## src/rtl/ender_clock_pkg.sv

```systemverilog
// Shared clock types, time limits and BCD/12-hour conversion helpers for the ender timekeeper.
package ender_clock_pkg;

  typedef logic [3:0] bcd_digit_t;

  localparam int unsigned SEC_MAX = 59;
  localparam int unsigned MIN_MAX = 59;
  localparam int unsigned HR_MAX  = 23;

  // Binary 0..99 to two packed BCD digits.
  function automatic logic [7:0] bin_to_bcd(input logic [6:0] v);
    bcd_digit_t tens;
    bcd_digit_t ones;
    tens = 4'(v / 7'd10);
    ones = 4'(v % 7'd10);
    return {tens, ones};
  endfunction

  // BCD 00-23 hour to {pm, 12-hour BCD hour}; midnight and noon both read as 12.
  function automatic logic [8:0] to_12h(input logic [7:0] hr);
    logic [4:0] h;
    logic [4:0] h12;
    h = 5'(hr[7:4]) * 5'd10 + 5'(hr[3:0]);
    if (h == 5'd0)       h12 = 5'd12;
    else if (h > 5'd12)  h12 = h - 5'd12;
    else                 h12 = h;
    return {h >= 5'd12, bin_to_bcd(7'(h12))};
  endfunction

endpackage

```

## src/rtl/ender_bcd_counter.sv

```systemverilog
// Two-digit BCD counter 00..MAX with increment, synchronous clear and wrap carry.
module ender_bcd_counter
  import ender_clock_pkg::*;
#(
  parameter int unsigned MAX = 59
) (
  input  logic       clk,
  input  logic       rst_n,
  input  logic       inc,
  input  logic       clear,
  output logic [7:0] value,
  output logic [7:0] next_c,
  output logic       carry_c
);

  localparam logic [7:0] MAX_BCD = bin_to_bcd(7'(MAX));

  bcd_digit_t tens;
  bcd_digit_t ones;

  assign tens = value[7:4];
  assign ones = value[3:0];

  // Clear beats increment; carry only on a real MAX->00 wrap.
  always_comb begin
    carry_c = inc && !clear && (value == MAX_BCD);
    next_c  = value;
    if (clear || carry_c) begin
      next_c = '0;
    end else if (inc) begin
      if (ones == 4'd9) next_c = {tens + 4'd1, 4'd0};
      else              next_c = {tens, ones + 4'd1};
    end
  end

  always_ff @(posedge clk or negedge rst_n) begin
    if (!rst_n) value <= '0;
    else        value <= next_c;
  end

endmodule

```

## src/rtl/ender_timekeeper.sv

```systemverilog
// 24-hour BCD clock with set buttons, 12h display, alarm channels.
// Optional hourly chime pulse when built with ENDER_CHIME_EN.
module ender_timekeeper
  import ender_clock_pkg::*;
#(
  parameter  int unsigned TICKS_PER_SEC = 10_000_000,
  parameter  int unsigned NUM_ALARMS    = 2,
  localparam int unsigned IDX_W         = (NUM_ALARMS > 1) ? $clog2(NUM_ALARMS) : 1
) (
  input  logic                  clk,
  input  logic                  rst_n,
  input  logic                  ena,
  input  logic                  hold,
  input  logic                  mode_12h,
  input  logic                  btn_min,
  input  logic                  btn_hr,
  input  logic                  alarm_wr,
  input  logic [IDX_W-1:0]      alarm_idx,
  input  logic [4:0]            alarm_hr,
  input  logic [5:0]            alarm_min,
  input  logic                  alarm_on,
  input  logic                  alarm_ack,
  output logic [7:0]            hour_bcd,
  output logic [7:0]            min_bcd,
  output logic [7:0]            sec_bcd,
  output logic                  pm,
  output logic                  sec_pulse,
  output logic [NUM_ALARMS-1:0] alarm_hit,
  output logic                  chime
);

  localparam int unsigned     PRE_W   = (TICKS_PER_SEC > 2) ? $clog2(TICKS_PER_SEC) : 1;
  localparam logic [PRE_W-1:0] PRE_MAX = PRE_W'(TICKS_PER_SEC - 1);

  logic [PRE_W-1:0] pre;
  logic             run;
  logic             tick_raw;
  logic             tick;
  logic [1:0]       min_sync;
  logic [1:0]       hr_sync;
  logic             min_prev;
  logic             hr_prev;
  logic             min_edge;
  logic             hr_edge;

  logic [7:0] sec_q, min_q, hr_q;
  logic [7:0] sec_next, min_next, hr_next;
  logic       sec_carry, min_carry, hr_carry;
  logic       min_inc, hr_inc;

  logic [4:0]            alm_hr  [NUM_ALARMS];
  logic [5:0]            alm_min [NUM_ALARMS];
  logic [NUM_ALARMS-1:0] alm_en;
  logic                  wr_ok;
  logic [NUM_ALARMS-1:0] hit_set;

  // Button synchronisers and rising-edge detect.
  always_ff @(posedge clk or negedge rst_n) begin
    if (!rst_n) begin
      min_sync <= '0;
      hr_sync  <= '0;
      min_prev <= 1'b0;
      hr_prev  <= 1'b0;
    end else begin
      min_sync <= {min_sync[0], btn_min};
      hr_sync  <= {hr_sync[0], btn_hr};
      min_prev <= min_sync[1];
      hr_prev  <= hr_sync[1];
    end
  end

  assign min_edge = min_sync[1] & ~min_prev;
  assign hr_edge  = hr_sync[1] & ~hr_prev;

  assign run      = ena & ~hold;
  assign tick_raw = run && (pre == PRE_MAX);
  assign tick     = tick_raw & ~(min_edge | hr_edge);

  // Prescaler; a minute-set press restarts the second.
  always_ff @(posedge clk or negedge rst_n) begin
    if (!rst_n)        pre <= '0;
    else if (min_edge) pre <= '0;
    else if (tick_raw) pre <= '0;
    else if (run)      pre <= pre + PRE_W'(1);
  end

  assign min_inc = sec_carry | min_edge;
  assign hr_inc  = (min_carry & tick) | hr_edge;

  ender_bcd_counter #(.MAX(SEC_MAX)) u_sec (
    .clk(clk), .rst_n(rst_n), .inc(tick), .clear(min_edge),
    .value(sec_q), .next_c(sec_next), .carry_c(sec_carry)
  );

  ender_bcd_counter #(.MAX(MIN_MAX)) u_min (
    .clk(clk), .rst_n(rst_n), .inc(min_inc), .clear(1'b0),
    .value(min_q), .next_c(min_next), .carry_c(min_carry)
  );

  ender_bcd_counter #(.MAX(HR_MAX)) u_hr (
    .clk(clk), .rst_n(rst_n), .inc(hr_inc), .clear(1'b0),
    .value(hr_q), .next_c(hr_next), .carry_c(hr_carry)
  );

  logic unused_bits;
  assign unused_bits = ^{sec_next, hr_carry};

  assign sec_bcd = sec_q;
  assign min_bcd = min_q;

  always_comb begin
    {pm, hour_bcd} = {1'b0, hr_q};
    if (mode_12h) {pm, hour_bcd} = to_12h(hr_q);
  end

  always_ff @(posedge clk or negedge rst_n) begin
    if (!rst_n) sec_pulse <= 1'b0;
    else        sec_pulse <= tick;
  end

  assign wr_ok = alarm_wr && (32'(alarm_idx) < NUM_ALARMS)
              && (alarm_hr <= 5'(HR_MAX)) && (alarm_min <= 6'(MIN_MAX));

  always_ff @(posedge clk or negedge rst_n) begin
    if (!rst_n) begin
      for (int i = 0; i < NUM_ALARMS; i++) begin
        alm_hr[i]  <= '0;
        alm_min[i] <= '0;
      end
      alm_en <= '0;
    end else if (wr_ok) begin
      for (int i = 0; i < NUM_ALARMS; i++) begin
        if (IDX_W'(i) == alarm_idx) begin
          alm_hr[i]  <= alarm_hr;
          alm_min[i] <= alarm_min;
          alm_en[i]  <= alarm_on;
        end
      end
    end
  end

  // Only a counting tick that lands on hh:mm:00 fires; button sets never do.
  always_comb begin
    hit_set = '0;
    for (int i = 0; i < NUM_ALARMS; i++) begin
      hit_set[i] = sec_carry && alm_en[i]
                && (min_next == bin_to_bcd(7'(alm_min[i])))
                && (hr_next  == bin_to_bcd(7'(alm_hr[i])));
    end
  end

  always_ff @(posedge clk or negedge rst_n) begin
    if (!rst_n) alarm_hit <= '0;
    else        alarm_hit <= (alarm_ack ? '0 : alarm_hit) | hit_set;
  end

`ifdef ENDER_CHIME_EN
  always_ff @(posedge clk or negedge rst_n) begin
    if (!rst_n) chime <= 1'b0;
    else        chime <= min_carry & tick;
  end
`else
  assign chime = 1'b0;
`endif

endmodule

```

## config.mk

```make
export PLATFORM = sky130hd
export DESIGN_NAME = ender_timekeeper
export DESIGN_NICKNAME = d
export VERILOG_FILES = /design/src/rtl/ender_clock_pkg.sv /design/src/rtl/ender_bcd_counter.sv /design/src/rtl/ender_timekeeper.sv
export SDC_FILE = /design/constraint.sdc
export NUM_CORES = 1
export LEC_CHECK = 0
export CAP_MARGIN = 20
export CORE_AREA = 2 2 108 110
export DETAILED_ROUTE_END_ITERATION = 7
export DIE_AREA = 0 0 110 112
export GPL_TIMING_DRIVEN = 0
export PLACE_DENSITY = 0.79
export SYNTH_ARGS = -nofsm -noshare
export SYNTH_HDL_FRONTEND = slang
export SYNTH_SLANG_ARGS = --single-unit
```

## constraint.sdc

```tcl
create_clock -name clk -period 5.2 [get_ports clk]
set_input_delay 1.3 -clock clk [delete_from_list [all_inputs] [get_ports clk]]
set_output_delay 1.3 -clock clk [all_outputs]
set_load 0.01 [all_outputs]
```

==> results_dict.tcl <==
set metrics [dict create \
    status "complete, but fails checks" \
    violations "negative setup slack" \
    track_usage_pct 24.6 \
    firstDrtPassIters 5 \
    htreeDepth 3 \
    ys_async_sr_fraction_pct 100 \
    die_area_sq_mm 0.0123 \
    synth_largest_area_cell "dfrtp_1" \
    setup_viol 4 \
    drive_above_1_share_pct 14.8 \
    cts_root_buffer "clkbuf_16" \
    nFillCells 909 \
    grt_pass1_vias 5177 \
    whs_endpoint "hr_sync[1]" \
    synth_area_leaders "dfrtp_1 35%, ha_1 6.3%, mux2_2 5.8%" \
    clock-sinks 81 \
    finalInstanceArea_sq_mm 0.00713 \
    gp_congestion 0.911 \
    synth_area_sq_mm 0.00581 \
    via_per_inst 5.92 \
    io_pins 51 \
    start_util_pct 52.0 \
    critPathKind "flop to output pin" \
    synth_ff_type "dfrtp_1" \
    syn-num-nets 719 \
    drc 0 \
    first_iter_violations 367 \
    wire_per_inst_um 16.6 \
    max-clock-path-buffers 2 \
    p_per_area_mw_per_mm2 759 \
    cp_common_cell "ha_4" \
    dieHeight_um 112 \
    clkLatencyLatePin_ns 0.35 \
    r2r-end "alarm_hit[1]" \
    place_hpwl_um 10500 \
    row_count 39 \
    synth_edf_count 0 \
    worst_slack_ns -0.138 \
    grt_max_degree 45 \
    reg2reg_slack_ns 1.20 \
    ys_seq_area_share_pct 34.9 \
    synthCells 667 \
    place_area_sq_mm 0.00650 \
    maxCapViolCount 0 \
    crit_arrival_ns 4.04 \
    hold_viol 0 \
    vias 5259 \
    crit_chain "ha_4 > inv_2 > fa_2 > xor2_4 > inv_2 > ha_4 > a21oi_4 > o21ai_2 > mux2i_2 > buf_4 > ha_4 > inv_2 > ha_4 > a31oi_4 > buf_4 > mux2_4 > a21oi_2 > o32ai_2 > mux2_4 > buf_6" \
    dpl.cell_count 860 \
    portBuffers 49 \
    ys_warn_count 0 \
    worstMarginPinSlew_ns 0.798 \
    grt_pass1_wl_um 24300 \
    timing.final.crit_share_pct 103 \
    finalSetupTns_ns -0.358 \
    yosys.area.top_type_share_pct 34.9 \
    r2r_start "pre[18]" \
    synth_most_common_cell "dfrtp_1" \
    finClkSkew_ns 0.00851 \
    crit_slowest_cell "dfrtp_2" \
    wl_um 14700 \
    hold_class "flop to flop" \
    numCtsBuffers 9 \
    hold_depth 0 \
    cp_max_fo 5 \
    syn_to_final_growth_pct 22.8 \
    period_needed_ns 5.34 \
    rsz0062_at_grt "yes" \
    synthDistinctLibCells 67 \
    synth.avg_cell_area_sq_um 8.70 \
    tritoncts "yes" \
    clkTransAtPathRegs_ns 0.06 \
    overflow 0 \
    fin_util_pct 63.8 \
    antenna_found_initial 0 \
    stdcell_count 888 \
    slew_headroom_pct 46.6 \
    startpoint_type "flop" \
    synth_common_cells "81 x dfrtp_1, 66 x nand2_1, 57 x nor2_1, 43 x o21ai_0, 41 x inv_1" \
    cts_hold_buf 0 \
    cp-end-kind "output pin" \
    hold_start "hr_sync[0]" \
    fmax_mhz 187 \
    irDropWorstVdd_mv 1.26 \
    fp.dieW_um 110 \
    cpPeakStageDelay_ns 0.45 \
    core_area_sq_mm 0.0112 \
    nets 792 \
    rr_worst_depth 9 \
    antenna_cells 0 \
    crit_required_ns 3.90 \
    leakagePower_uw 0.00296 \
    drv_slew 0 \
    yosys_register_bits 81 \
    ant_nets 0 \
]
cell usage in the layout (no fill, tap or decap), drive strengths merged, types with 25 or more instances in the layout:
cell type | Yosys | routed
a21oi | 37 | 37
ha | 29 | 29
clkbuf | 19 | 29
xnor2 | 29 | 29
o21ai | 43 | 43
nor2 | 57 | 57
dfrtp | 81 | 81
inv | 41 | 41
mux2 | 30 | 30
nand3 | 25 | 25
nand2 | 66 | 66
clkdlybuf4s50 | 0 | 44
state kept, by name, summed over array words and instances (netlist names), 2 cells and up:
signal       cells
hr_sync          2
min_sync         2
alarm_hit        2
alm_min         12
u_min.value      8
alm_hr          10
pre             24
u_sec.value      8
u_hr.value       8
alm_en           2
critical path: cells and delay by family (launching register included):
family / cells / cell delay, ns
buffers and inverters: 6 / 0.59
multiplexers: 3 / 0.84
XOR/XNOR: 1 / 0.21
AO/OA/AOI/OAI: 5 / 0.60
adder cells (fa/ha/maj): 5 / 1.01
flip-flops: 1 / 0.45
worst max-delay path by stage:
stage | startpoint | endpoint | slack (ns) | depth (start not counted)
global placement | u_hr.value[4] | hour_bcd[1] | -0.72 | 19
detailed placement | u_hr.value[4] | hour_bcd[1] | -1.01 | 20
finish | u_hr.value[4] | hour_bcd[2] | -0.14 | 20
CTS | u_hr.value[4] | hour_bcd[1] | -0.11 | 21
floorplan | u_hr.value[4] | hour_bcd[1] | 0.002 | 18
global route | u_hr.value[4] | hour_bcd[2] | -0.35 | 21
report_power, final:
group	leakage (uW)	internal [uW]	switching, uW
clock	0.000143	374	271
combinational	0.00179	1930	1960
sequential	0.00103	721	146
total	0.00296	3030	2380
what timing repair did:
item                       in CTS  in global routing
setup buffers                   9                  3
setup endpoints to repair       5                  5
resized for setup              53                 18
pin swaps                      14                 10
cell type report:
| cell class | count | area (sq um) | area share [%] |
|---|---|---|---|
| multi-input combinational | 520 | 3770 | 52.9 |
| sequential | 81 | 2030 | 28.5 |
| timing repair buffer | 62 | 599 | 8.41 |
| clock buffer | 10 | 229 | 3.21 |
| tap | 143 | 179 | 2.51 |
| inverter | 41 | 154 | 2.16 |
| buffer | 25 | 97.6 | 1.37 |
| clock inverter | 6 | 68.8 | 0.966 |
kinds of logic after synthesis:
logic type               count (synthesis)  synth area share [%]
AO/OA/AOI/OAI                          136                  14.9
other                                    1                0.0646
XOR/XNOR                                49                  7.39
flip-flops                              81                  34.9
AND/OR/NAND/NOR                        257                  23.1
adder cells (fa/ha/maj)                 30                  6.59
buffers and inverters                   66                  4.33
multiplexers                            47                  8.75
routing by layer:
layer	global-route usage, %	up-vias	wire [um]
met3	4.16	36	716
li1	-	2522	-
met1	32.1	2535	6230
met5	0	-	0
met2	41.0	166	7380
met4	8.52	0	401
metrics by stage:
step | hold WS [ns] | total power [uW] | setup slack (ns)
floorplan | 0.331 | 2720 | 0.00207
global route | 0.368 | 5760 | -0.347
CTS | 0.359 | 4790 | -0.115
global placement | 0.335 | 3300 | -0.723
finish | 0.354 | 5410 | -0.138
detailed placement | 0.343 | 3460 | -1.01
Power figures use the tool's default switching activity.
